[src/rtl/ps2_cmd_sequencer.sv]
// ps2_cmd_sequencer
//   Sits between application logic and ps2_controller. Runs the device
//   power-up sequence (0xFF reset, ACK, BAT), serialises one- and two-byte
//   host commands, and waits for the device ACK. It retries on RESEND (0xFE),
//   on transfer errors and on ACK timeouts, up to MAX_RETRIES times per byte.
//   Every other received byte is queued in a show-ahead rx FIFO.
//
// Ports
//   clk, rst_n          system clock, asynchronous active-low reset
//   ps2_en              controller enable, high from the first edge after reset
//   ps2_tx_rqst         1-cycle transmit request to the controller
//   ps2_tx_data         byte to transmit, held until the next request
//   ps2_valid           controller strobe: tx done / rx byte available
//   ps2_rx_data         received byte
//   ps2_flags           controller error flags (layout of ps2_pkg::flags_t);
//                       any set bit marks the transfer as failed
//   cmd_valid/cmd_ready command handshake
//   cmd_byte, cmd_has_arg, cmd_arg   command byte and optional argument
//   cmd_done, cmd_err   1-cycle completion pulse, err = retries exhausted
//   rx_valid/rx_ready   rx FIFO pop handshake, rx_byte = FIFO head
//   rx_overflow         sticky, a byte was lost to a full FIFO
//   rx_drop             1-cycle pulse, a flagged rx byte was discarded
//   init_done, init_ok  power-up sequence finished / BAT 0xAA seen
module ps2_cmd_sequencer #(
  parameter int unsigned CLK_FREQ_HZ    = 50_000_000,
  parameter int unsigned ACK_TIMEOUT_US = 20_000,
  parameter int unsigned BAT_TIMEOUT_US = 1_000_000,
  parameter int unsigned MAX_RETRIES    = 3,
  parameter int unsigned INIT_RESET     = 1,
  parameter int unsigned FIFO_DEPTH     = 8
) (
  input  logic       clk,
  input  logic       rst_n,
  output logic       ps2_en,
  output logic       ps2_tx_rqst,
  output logic [7:0] ps2_tx_data,
  input  logic       ps2_valid,
  input  logic [7:0] ps2_rx_data,
  input  logic [3:0] ps2_flags,
  input  logic       cmd_valid,
  output logic       cmd_ready,
  input  logic [7:0] cmd_byte,
  input  logic       cmd_has_arg,
  input  logic [7:0] cmd_arg,
  output logic       cmd_done,
  output logic       cmd_err,
  output logic       rx_valid,
  input  logic       rx_ready,
  output logic [7:0] rx_byte,
  output logic       rx_overflow,
  output logic       rx_drop,
  output logic       init_done,
  output logic       init_ok
);

  localparam int unsigned TICK_DIV = (CLK_FREQ_HZ >= 1_000_000) ? CLK_FREQ_HZ / 1_000_000 : 1;
  localparam int unsigned PRE_W    = $clog2(TICK_DIV) + 1;
  localparam int unsigned ACK_W    = $clog2(ACK_TIMEOUT_US) + 1;
  localparam int unsigned BAT_W    = $clog2(BAT_TIMEOUT_US) + 1;
  localparam int unsigned TO_W     = (ACK_W > BAT_W) ? ACK_W : BAT_W;
  localparam int unsigned RTY_W    = $clog2(MAX_RETRIES) + 1;
  localparam int unsigned PTR_W    = $clog2(FIFO_DEPTH);
  localparam int unsigned CNT_W    = PTR_W + 1;

  typedef enum logic [2:0] {RST_TX, IDLE, SEND, WAIT_TX, WAIT_ACK, WAIT_BAT} state_t;
  typedef enum logic [1:0] {PH_INIT, PH_CMD, PH_ARG} phase_t;

  state_t           state_q, state_d;
  phase_t           phase_q;
  logic [7:0]       cur_byte_q, arg_q;
  logic             has_arg_q;
  logic [RTY_W-1:0] retry_q;
  logic [PRE_W-1:0] pre_q;
  logic [TO_W-1:0]  to_q;
  logic             en_q;

  // Control strobes from the next-state logic
  logic rx_ok, rx_bad, retry_req, can_retry;
  logic load_ff, load_cmd, go_arg, bump, tmr_clr;
  logic push, drop, done_set, err_val, init_fin, init_good;
  logic ack_expired, bat_expired;

  // FIFO
  logic [7:0]       mem [FIFO_DEPTH];
  logic [PTR_W-1:0] wr_ptr, rd_ptr;
  logic [CNT_W-1:0] fifo_cnt;
  logic             fifo_full, pop, wr_en;

  logic done_q, err_q, drop_q, ovf_q, init_done_q, init_ok_q;

  assign ack_expired = (to_q >= TO_W'(ACK_TIMEOUT_US));
  assign bat_expired = (to_q >= TO_W'(BAT_TIMEOUT_US));

  // State register
  always_ff @(posedge clk or negedge rst_n) begin
    if (!rst_n) state_q <= (INIT_RESET != 0) ? RST_TX : IDLE;
    else        state_q <= state_d;
  end

  // Next state and control strobes
  always_comb begin
    state_d   = state_q;
    rx_ok     = ps2_valid && (ps2_flags == '0);
    rx_bad    = ps2_valid && (ps2_flags != '0);
    can_retry = (retry_q < RTY_W'(MAX_RETRIES));
    retry_req = 1'b0;
    load_ff   = 1'b0;
    load_cmd  = 1'b0;
    go_arg    = 1'b0;
    bump      = 1'b0;
    tmr_clr   = 1'b0;
    push      = 1'b0;
    drop      = 1'b0;
    done_set  = 1'b0;
    err_val   = 1'b0;
    init_fin  = 1'b0;
    init_good = 1'b0;
    unique case (state_q)
      RST_TX: begin
        load_ff = 1'b1;
        state_d = SEND;
      end
      IDLE: begin
        push = rx_ok;
        drop = rx_bad;
        if (cmd_valid && en_q) begin
          load_cmd = 1'b1;
          state_d  = SEND;
        end
      end
      SEND: state_d = WAIT_TX;
      WAIT_TX: begin
        if (rx_ok) begin
          tmr_clr = 1'b1;
          state_d = WAIT_ACK;
        end else if (rx_bad) begin
          retry_req = 1'b1;
        end
      end
      WAIT_ACK: begin
        if (rx_ok) begin
          if (ps2_rx_data == 8'hFA) begin
            if (phase_q == PH_CMD && has_arg_q) begin
              go_arg  = 1'b1;
              state_d = SEND;
            end else if (phase_q == PH_INIT) begin
              tmr_clr = 1'b1;
              state_d = WAIT_BAT;
            end else begin
              done_set = 1'b1;
              state_d  = IDLE;
            end
          end else if (ps2_rx_data == 8'hFE) begin
            retry_req = 1'b1;
          end else begin
            push = 1'b1;
          end
        end else if (rx_bad) begin
          drop = 1'b1;
        end else if (ack_expired) begin
          retry_req = 1'b1;
        end
      end
      WAIT_BAT: begin
        if (rx_ok) begin
          if (ps2_rx_data == 8'hAA) begin
            init_fin  = 1'b1;
            init_good = 1'b1;
            state_d   = IDLE;
          end else if (ps2_rx_data == 8'hFC) begin
            init_fin = 1'b1;
            state_d  = IDLE;
          end else begin
            push = 1'b1;
          end
        end else if (rx_bad) begin
          drop = 1'b1;
        end else if (bat_expired) begin
          init_fin = 1'b1;
          state_d  = IDLE;
        end
      end
      default: state_d = IDLE;
    endcase

    // Shared retry/fail handling for every failure source
    if (retry_req) begin
      if (can_retry) begin
        bump    = 1'b1;
        state_d = SEND;
      end else begin
        state_d = IDLE;
        if (phase_q == PH_INIT) begin
          init_fin = 1'b1;
        end else begin
          done_set = 1'b1;
          err_val  = 1'b1;
        end
      end
    end
  end

  // Moore outputs
  always_comb begin
    ps2_tx_rqst = (state_q == SEND);
    cmd_ready   = (state_q == IDLE) && en_q;
  end

  // Byte context, timers and status registers
  always_ff @(posedge clk or negedge rst_n) begin
    if (!rst_n) begin
      en_q        <= 1'b0;
      phase_q     <= PH_INIT;
      cur_byte_q  <= '0;
      arg_q       <= '0;
      has_arg_q   <= 1'b0;
      retry_q     <= '0;
      pre_q       <= '0;
      to_q        <= '0;
      done_q      <= 1'b0;
      err_q       <= 1'b0;
      drop_q      <= 1'b0;
      init_done_q <= 1'b0;
      init_ok_q   <= 1'b0;
    end else begin
      en_q   <= 1'b1;
      done_q <= done_set;
      err_q  <= done_set && err_val;
      drop_q <= drop;
      if (load_ff) begin
        cur_byte_q <= 8'hFF;
        phase_q    <= PH_INIT;
        retry_q    <= '0;
      end
      if (load_cmd) begin
        cur_byte_q <= cmd_byte;
        arg_q      <= cmd_arg;
        has_arg_q  <= cmd_has_arg;
        phase_q    <= PH_CMD;
        retry_q    <= '0;
      end
      if (go_arg) begin
        cur_byte_q <= arg_q;
        phase_q    <= PH_ARG;
        retry_q    <= '0;
      end
      if (bump) retry_q <= retry_q + RTY_W'(1);
      if (init_fin) begin
        init_done_q <= 1'b1;
        init_ok_q   <= init_good;
      end
      // Prescaler restarts with the timeout so every wait is exactly N ticks
      if (tmr_clr) begin
        pre_q <= '0;
        to_q  <= '0;
      end else if (pre_q == PRE_W'(TICK_DIV - 1)) begin
        pre_q <= '0;
        if (to_q != '1) to_q <= to_q + TO_W'(1);
      end else begin
        pre_q <= pre_q + PRE_W'(1);
      end
    end
  end

  // rx FIFO: a push into a full FIFO is accepted only if a pop frees a slot
  assign fifo_full = (fifo_cnt == CNT_W'(FIFO_DEPTH));
  assign rx_valid  = (fifo_cnt != '0);
  assign pop       = rx_valid && rx_ready;
  assign wr_en     = push && (!fifo_full || pop);

  always_ff @(posedge clk) begin
    if (wr_en) mem[wr_ptr] <= ps2_rx_data;
  end

  always_ff @(posedge clk or negedge rst_n) begin
    if (!rst_n) begin
      wr_ptr   <= '0;
      rd_ptr   <= '0;
      fifo_cnt <= '0;
      ovf_q    <= 1'b0;
    end else begin
      if (wr_en) wr_ptr <= wr_ptr + PTR_W'(1);
      if (pop)   rd_ptr <= rd_ptr + PTR_W'(1);
      if (wr_en && !pop)      fifo_cnt <= fifo_cnt + CNT_W'(1);
      else if (pop && !wr_en) fifo_cnt <= fifo_cnt - CNT_W'(1);
      if (push && !wr_en) ovf_q <= 1'b1;
    end
  end

  assign ps2_en      = en_q;
  assign ps2_tx_data = cur_byte_q;
  assign cmd_done    = done_q;
  assign cmd_err     = err_q;
  assign rx_byte     = rx_valid ? mem[rd_ptr] : '0;
  assign rx_overflow = ovf_q;
  assign rx_drop     = drop_q;
  assign init_done   = init_done_q;
  assign init_ok     = init_ok_q;

endmodule
[config.mk]
export PLATFORM = sky130hd
export DESIGN_NAME = ps2_cmd_sequencer
export DESIGN_NICKNAME = d
export VERILOG_FILES = /design/src/rtl/ps2_cmd_sequencer.sv
export SDC_FILE = /design/constraint.sdc
export NUM_CORES = 1
export LEC_CHECK = 0
export ABC_CLOCK_PERIOD_IN_PS = 3100
export CAP_MARGIN = 20
export CORE_ASPECT_RATIO = 0.75
export CORE_MARGIN = 3
export CORE_UTILIZATION = 31
export CTS_BUF_LIST = sky130_fd_sc_hd__clkbuf_16
export CTS_CLUSTER_DIAMETER = 200
export DETAILED_ROUTE_END_ITERATION = 10
export PLACE_DENSITY_LB_ADDON = 0.2
export SKIP_CTS_REPAIR_TIMING = 1
export SYNTH_ARGS = -nofsm -noshare
export SYNTH_HDL_FRONTEND = slang
export SYNTH_SLANG_ARGS = --single-unit
[constraint.sdc]
create_clock -name clk -period 3.1 [get_ports clk]
set_input_delay 0.93 -clock clk [delete_from_list [all_inputs] [get_ports clk]]
set_output_delay 0.93 -clock clk [all_outputs]
set_load 0.02 [all_outputs]
==> results.cfg, run 1 <==
[timing]
clock_skew_ps = 8.04
setup_viol_count_final = 0
post-route-period-util_pct = 98.3
tightest_slew_ps = 914
worst_slack_ps = 54.2
rsz0062_at_grt = yes
slew_headroom_pct = 39.0
finalCriticalPeriod_ps = 3050
slew_violations = 0
hold_viol_final = 0
fmax_mhz = 328

[placement]
place_area_um2 = 7700
dp_slack_ps = -749
dp_hpwl_um = 11000
placed_cells = 865
io_buffer_count = 59
gp_congestion = 0.809

[worst_setup_path]
cp.required_ps = 3400
worstPathCellList = clkbuf_2 -> or4_4 -> or2_4 -> a2111oi_4 -> nand2_2 -> inv_2 -> ha_4 -> inv_4 -> buf_6 -> fa_2 -> mux2_4
path_max_fanout = 3
reg2reg_depth = 11
r2r-start = state_q[2]$_DFFE_PN0P_
crit_slowest_cell = or4_4
crit_type = input port to register
worst_setup_path_start_kind = input port
r2r-end = fifo_cnt[1]$_DFFE_PN0P_
arrival_ps = 3350
cp_num_buf_inv = 4
cpLargestDelayFamily = simple AND/OR/NAND/NOR gates
max_stage_delay_ps = 550
r2r_setup_slack_ps = 450
endpoint_kind = register

[yosys]
syn_inst = 516
synthArstFlopShare_pct = 52.2
yosysSeqAreaShare_pct = 57.7
ys.flop_type = dfrtp_1
syn_avg_cell_area_um2 = 12.3
synth_cell_types = 71
syn_nets = 561
synth_edf_count = 64
ys_seq_elements = 134
synth.top_cell.area_share_pct = 30.2
ys_top_cells_by_area = edfxtp_1 30%, dfrtp_1 28%, mux4_2 5.7%
yosysWarnings = 0
post_synth_instance_area_um2 = 6370
yosys.area.top_type = edfxtp_1

[power_and_ir_drop]
seq_power_share_pct = 37.2
finalPower_mw = 6.99
p_int_mw = 4.52
p_switching_mw = 2.48
combPwrFrac_pct = 34.3
ir_drop_v = 0.000377
p_leak_nw = 3.34
p_clk_share_pct = 28.5
power_density_nw_per_um2 = 835
p_sw_share_pct = 35.4

[drt]
dr.pass1.iters = 4
drt-initial-drc-count = 291
via_per_inst = 5.09
drc_errors = 0
wl_per_cell_um = 17.2
wl_um = 15500
ant_nets = 0
vias = 4579

[clock_network]
worstSkewPairLatency_ps = 420
cts_htree_levels = 4
clockBufferDepth = 2
clkTransAtPathRegs_ps = 60
root_buffer = clkbuf_16
cts-buffers-inserted = 17
cts_tree = yes
clkSinkCount = 134

[global_routing]
antenna_found_initial = 0
grt_pass1_vias = 4678
grt_start_max_net_pins = 71
grt_remaining_overflow = 0
gr-usage-all-layers_pct = 14.8
grt_pass1_wl_um = 25500

[floorplan]
die_area_um2 = 22300
coreArea_um2 = 19800
die_w_um = 172
fp.dieH_um = 130
start_util_pct = 32.2
pin_count = 60
rows = 44

[layout]
drive_above_1_share_pct = 24.3
fin_cells = 899
final_cell_mix = 69 x dfrtp_1, 64 x edfxtp_1, 56 x nand2_1
final_nets = 678
utilization_pct = 42.4
n_antenna_cell = 0
area_growth_pct = 31.5
final_area_um2 = 8370
final_common_cell = dfrtp_1
fillers = 1848

[status]
status = complete, no violations

[min_path]
hold_depth = 1
hold_end = rx_overflow$_DFFE_PN0P_
worstHoldStart = rx_overflow$_DFFE_PN0P_
hp-class = register to register

[run]
maxCapViolations = 0
[flip-flops by register name, indices dropped and copies added, names as in the netlist]
signal,flops
arg_q,8
cmd_done,1
cmd_err,1
fifo_cnt,4
has_arg_q,1
init_done,1
init_ok,1
mem,64
phase_q,2
pre_q,7
ps2_en,1
ps2_tx_data,8
rd_ptr,3
retry_q,3
rx_drop,1
rx_overflow,1
state_q,3
to_q,21
wr_ptr,3
[final cells by class]
class | count | area [um2] | share of cell area [%]
Clock buffer | 17 | 425 | 5.08
Sequential cell | 134 | 3670 | 43.9
Timing Repair Buffer | 119 | 1120 | 13.3
Multi-Input combinational cell | 344 | 2620 | 31.3
Inverter | 17 | 66.3 | 0.792
Tap cell | 253 | 317 | 3.78
Clock inverter | 15 | 155 | 1.85
[worst reg2reg max path: stages, from the launching register on]
cell,delay (ps)
dfrtp_1,520
nand2_1,210
a211oi_2,60
buf_4,150
a2111oi_4,390
nand2_2,110
inv_2,80
ha_4,140
inv_4,50
buf_6,110
fa_2,450
mux2_4,270
[synth_stat cells, drive strengths merged (9+ instances only)]
master	n
inv	17
nand2b	9
buf	10
nor4	10
mux2i	12
mux4	16
nor3	9
ha	10
edfxtp	64
o21ai	16
nor2	31
or3	11
xnor2	11
nand3	19
nand2	57
a21oi	18
clkbuf	11
dfrtp	70
or4	15
[power by group through the flow]
stage | Sequential, mW | Clock (mW) | Combinational [mW]
after floorplan | 2.55 | 0 | 1.53
after global placement | 2.60 | 0 | 2.38
after detailed placement | 2.62 | 0 | 2.43
after CTS | 2.59 | 2.05 | 2.44
after global routing | 2.66 | 2.13 | 2.66
final | 2.60 | 2.00 | 2.40
[metal layers]
layer | vias up | GRT usage (%) | routed length (um)
li1 | 2210 | - | -
met1 | 2257 | 22.1 | 7970
met2 | 93 | 20.7 | 6510
met3 | 19 | 4.33 | 835
met4 | 0 | 4.49 | 187
met5 | - | 0 | 0
[cells by family (layout without fill, tap and decap cells)]
group	after synthesis	count (layout)	share of synthesized area [%]
compound gates	90	90	10.6
xor+xnor	14	14	1.93
fa+ha+maj	11	11	2.28
buf+inv	38	168	2.55
flops	134	134	57.7
mux	31	31	8.07
other cells	1	1	0.0589
simple gates	197	197	16.8
[per-stage QoR]
stage                     setup TNS [ps]  hold WS (ps)
final                                  0           460
after global routing               -53.2           484
after CTS                          -4010           470
after detailed placement          -38270           449
after global placement            -32540           446
after floorplan                   -10930           437
[worst max-delay path by stage]
stage | from | slack [ps] | end | cells after the start
floorplan | ps2_flags[1] | -360 | fifo_cnt[3]$_DFFE_PN0P_ | 15
global placement | ps2_flags[1] | -710 | fifo_cnt[3]$_DFFE_PN0P_ | 14
detailed placement | ps2_rx_data[3] | -750 | fifo_cnt[1]$_DFFE_PN0P_ | 11
CTS | ps2_rx_data[3] | -320 | fifo_cnt[1]$_DFFE_PN0P_ | 11
global route | ps2_flags[2] | -30 | fifo_cnt[3]$_DFFE_PN0P_ | 14
finish | ps2_flags[2] | 50 | fifo_cnt[1]$_DFFE_PN0P_ | 11
Power figures use the tool's default switching activity.
==> run 2: changes to the inputs <==
- CORE_UTILIZATION: 31 -> 30
- TNS_END_PERCENT: unset -> 30
==> results.cfg, run 2 (same netlist as run 1, synthesis figures left out) <==
[status]
status = finished with violations
violations = setup timing

[layout]
fillers = 1951
n_antenna_cell = 0
drive_above_1_share_pct = 24.5
fin_cells = 936
reg.largest.list = mem (64), to_q (21)
largest_register_ffs = 64
final_common_cell = dfrtp_1
largest_register = mem
area_growth_pct = 32.8
final_nets = 686
final_cell_mix = 69 x dfrtp_1, 64 x edfxtp_1, 63 x buf_4

[placement]
io_buffer_count = 59
gp_congestion = 0.857
dp_hpwl_um = 10900
placed_cells = 899

[clock_network]
worstSkewPairLatency_ps = 420
cts_htree_levels = 4
cts_tree = yes
root_buffer = clkbuf_16
clkSinkCount = 134
clockBufferDepth = 2
clkTransAtPathRegs_ps = 60
cts-buffers-inserted = 17

[floorplan]
rows = 45
die_area_um2 = 23000
die_w_um = 174
fp.dieH_um = 132
start_util_pct = 31.0
coreArea_um2 = 20600
pin_count = 60

[timing]
slew_violations = 0
tightest_slew_ps = 909
setup_viol_count_final = 1
slew_headroom_pct = 39.4
post-route-period-util_pct = 101
hold_slack_ps = 470
hold_viol_final = 0
finalCriticalPeriod_ps = 3150
fmax_mhz = 318
clock_skew_ps = 9.30
rsz0062_at_grt = yes
worst_slack_ps = -45.4

[drt]
wl_met3_um = 769
drc_errors = 0
vias = 4648
wl_um = 15400
dr.pass1.iters = 4
wl_met1_um = 7790
wl_per_cell_um = 16.4
ant_nets = 0
wl_met2_um = 6610
maxUsedRoutingLayer = met4
drt-initial-drc-count = 335
via_per_inst = 4.97

[global_routing]
antenna_found_initial = 0
gr-usage-all-layers_pct = 14.0
grt_start_max_net_pins = 71
grt_pass1_wl_um = 25600
grt_pass1_vias = 4813
grt_remaining_overflow = 0

[min_path]
worstHoldStart = arg_q[5]$_DFFE_PN0P_
hold_depth = 2
hp-class = register to register

[worst_setup_path]
reg2reg_depth = 7
worst_setup_path_start_kind = input port
cp.required_ps = 3400
crit_type = input port to register
r2r-start = state_q[1]$_DFFE_PN0P_
endpoint_kind = register
crit_start = ps2_rx_data[7]
path_max_fanout = 3
arrival_ps = 3440

[power_and_ir_drop]
p_leak_nw = 3.36
power_density_nw_per_um2 = 817
ir_drop_v = 0.000277

[run]
maxCapViolations = 0
run 2: layer usage:
layer | GRT usage, % | vias up
met4 | 4.38 | 0
li1 | - | 2223
met1 | 20.5 | 2296
met2 | 20.5 | 110
met3 | 3.54 | 19
met5 | 0 | -
run 2: cell type report:
| cell class | count | area (um2) | share of cell area, % |
|---|---|---|---|
| Clock buffer | 17 | 425 | 5.03 |
| Inverter | 17 | 66.3 | 0.784 |
| Clock inverter | 15 | 135 | 1.60 |
| Sequential cell | 134 | 3670 | 43.4 |
| Timing Repair Buffer | 127 | 1200 | 14.2 |
| Tap cell | 282 | 353 | 4.17 |
| Multi-Input combinational cell | 344 | 2600 | 30.8 |
run 2: worst paths after layout:
check	end	slack, ps
max	fifo_cnt[3]$_DFFE_PN0P_	-50
min	arg_q[5]$_DFFE_PN0P_	470
max reg2reg	cmd_done$_DFF_PN0_	480
min reg2reg	arg_q[5]$_DFFE_PN0P_	470
max in group asynchronous	rd_ptr[0]$_DFFE_PN0P_	1800
min in group asynchronous	to_q[3]$_DFFE_PN0P_	640
run 2: worst max-delay path, cell delays in order:
cell and delay, ps:
clkdlybuf4s50_1 480, nand4b_1 260, o21ai_1 160, a2111oi_4 420, nand2_2 100, inv_2 70, ha_4 130, inv_4 40
ha_4 200, a21o_1 160, a21oi_2 140, xnor2_1 130, nor2_1 70, xor2_1 150
run 2: power by group:
group / total, mW / internal, mW / switching (mW)
registers: 2.59 / 2.21 / 0.381
clock network: 1.90 / 1.06 / 0.843
logic: 2.42 / 1.18 / 1.24
run 2: metrics by stage:
| step | cell area (um2) | power [mW] | utilization [%] | setup WS (ps) | setup TNS [ps] |
|---|---|---|---|---|---|
| 4_1_cts | 8360 | 7.00 | 40.7 | -306 | -2650 |
| 3_5_place_dp | 7800 | 5.06 | 37.9 | -724 | -33910 |
| 5_1_grt | 8460 | 7.38 | 41.2 | -213 | -333 |
| 2_1_floorplan | 6430 | 4.08 | - | -356 | -10930 |
| 6_report | 8460 | 6.91 | 41.2 | -45.4 | -45.4 |
| 3_3_place_gp | 7800 | 5.01 | 37.9 | -653 | -28060 |
==> run 3: changes to the inputs <==
- ABC_CLOCK_PERIOD_IN_PS: 3100 -> 2800
- CTS_BUF_LIST: sky130_fd_sc_hd__clkbuf_16 -> unset
- CTS_CLUSTER_DIAMETER: 200 -> 100
- clock period: 3.1 -> 2.8 ns (I/O delays scaled with it)
==> results.cfg, run 3 (same netlist as run 1, synthesis figures left out) <==
[drt]
ant_nets = 0
vias = 4704
wl_um = 15700
wl_per_cell_um = 16.6
drt-initial-drc-count = 303
dr.pass1.iters = 5
drc_errors = 0
via_per_inst = 4.98

[layout]
largest_register_ffs = 64
reg.largest.list = mem (64), to_q (21)
area_growth_pct = 34.8
final_nets = 694
n_antenna_cell = 0
drive_above_1_share_pct = 27.2
final_common_cell = dfrtp_1
multiInputGateArea_um2 = 2620
largest_register = mem
final_area_um2 = 8580
final_cell_mix = 69 x dfrtp_1, 66 x buf_4, 64 x edfxtp_1
seq_area_um2 = 3670
fin_cells = 944
fillers = 1959

[worst_setup_path]
crit_type = input port to register
arrival_ps = 3280
endpoint_kind = register
cp.required_ps = 3100
path_max_fanout = 3
worst_setup_path_start_kind = input port
r2r_setup_slack_ps = 350

[timing]
finalCriticalPeriod_ps = 2980
slew_violations = 0
setup_viol_count_final = 4
tightest_slew_ps = 574
post-route-period-util_pct = 106
rsz0062_at_grt = yes
fmax_mhz = 335
hold_viol_final = 0
slew_headroom_pct = 61.7
hold_slack_ps = 413
worst_slack_ps = -181
clock_skew_ps = 12.2

[placement]
io_buffer_count = 59
place_area_um2 = 7870
placed_cells = 904
gp_congestion = 0.861
dp_hpwl_um = 11000

[global_routing]
grt_start_max_net_pins = 43
grt_remaining_overflow = 0
antenna_found_initial = 0
gr-usage-all-layers_pct = 13.7
grt_pass1_wl_um = 25400
grt_pass1_vias = 4834

[run]
maxCapViolations = 0

[floorplan]
start_util_pct = 31.0
die_area_um2 = 23000
pin_count = 60
die_w_um = 174
rows = 45
fp.dieH_um = 132
coreArea_um2 = 20600

[clock_network]
clkSinkCount = 134
root_buffer = clkbuf_16
cts_htree_levels = 4
clkTransAtPathRegs_ps = 70
cts-buffers-inserted = 17
clockBufferDepth = 2
cts_tree = yes
worstSkewPairLatency_ps = 420

[power_and_ir_drop]
ir_drop_v = 0.000389
p_leak_nw = 3.40
power_density_nw_per_um2 = 912

[status]
violations = setup timing
status = finished with violations

[min_path]
hp-class = input port to async pin
==> run 3: cell types whose count changed in the layout (fill, tap and decap cells not counted), moves of 2 or more <==
cell,change
buf_12,+5
buf_2,+7
buf_4,+3
clkbuf_2,+2
clkdlybuf4s50_1,-6
dlymetal6s2s_1,-4
inv_8,-2
==> run 3: stage by stage <==
| stage | setup TNS (ps) | util [%] | total power, mW | worst slack (ps) |
|---|---|---|---|---|
| 2_1_floorplan | -25000 | - | 4.52 | -566 |
| 3_3_place_gp | -50500 | 38.3 | 5.57 | -839 |
| 3_5_place_dp | -54180 | 38.3 | 5.63 | -864 |
| 4_1_cts | -12630 | 41.2 | 7.89 | -480 |
| 5_1_grt | -1050 | 41.8 | 8.32 | -292 |
| 6_report | -374 | 41.8 | 7.83 | -181 |
==> run 3: power breakdown <==
group | total, mW | switching (mW) | internal [mW] | leakage (nW)
registers | 2.86 | 0.422 | 2.44 | 1.38
clock network | 2.21 | 0.947 | 1.26 | 0.282
logic | 2.76 | 1.42 | 1.34 | 1.74
==> run 3: metal layers <==
layer  up-vias  GRT usage [%]  share of wire, %
li1       2241              -                 -
met1      2306           19.6                49
met3        10           3.20               5.0
met4         0           3.08              0.71
met2       147           21.2                46
met5         -              0                 0
==> run 3: path summary, 6_finish.rpt <==
path                                         from                 endpoint  depth (start not counted)
setup / recovery                     ps2_flags[2]  fifo_cnt[3]$_DFFE_PN0P_                         14
hold / removal                              rst_n      to_q[2]$_DFFE_PN0P_                          1
setup reg to reg           state_q[2]$_DFFE_PN0P_    init_done$_DFFE_PN0P_                          7
hold reg to reg              arg_q[0]$_DFFE_PN0P_     arg_q[0]$_DFFE_PN0P_                          2
max in group asynchronous                   rst_n    rd_ptr[0]$_DFFE_PN0P_                          2
min in group clk             arg_q[0]$_DFFE_PN0P_     arg_q[0]$_DFFE_PN0P_                          2
==> run 3: cell type report <==
class                   instances  share of cell area (%)
clock buffers                  17                    4.96
clock inverters                15                    1.89
inverters                      17                   0.772
multi-input cells             344                    30.5
flip-flops and latches        134                    42.8
well taps                     282                    4.11
repair buffers                135                    15.0
==> run 3: critical path, stage by stage <==
cell       delay (ps)
buf_6              90
or4_4             540
or2_4             260
a2111oi_4         320
nand2_2           110
inv_2              70
ha_4              140
inv_4              40
ha_4              220
a21o_1            170
a21oi_2           140
xnor2_1           130
nor2_1             70
xor2_1            150
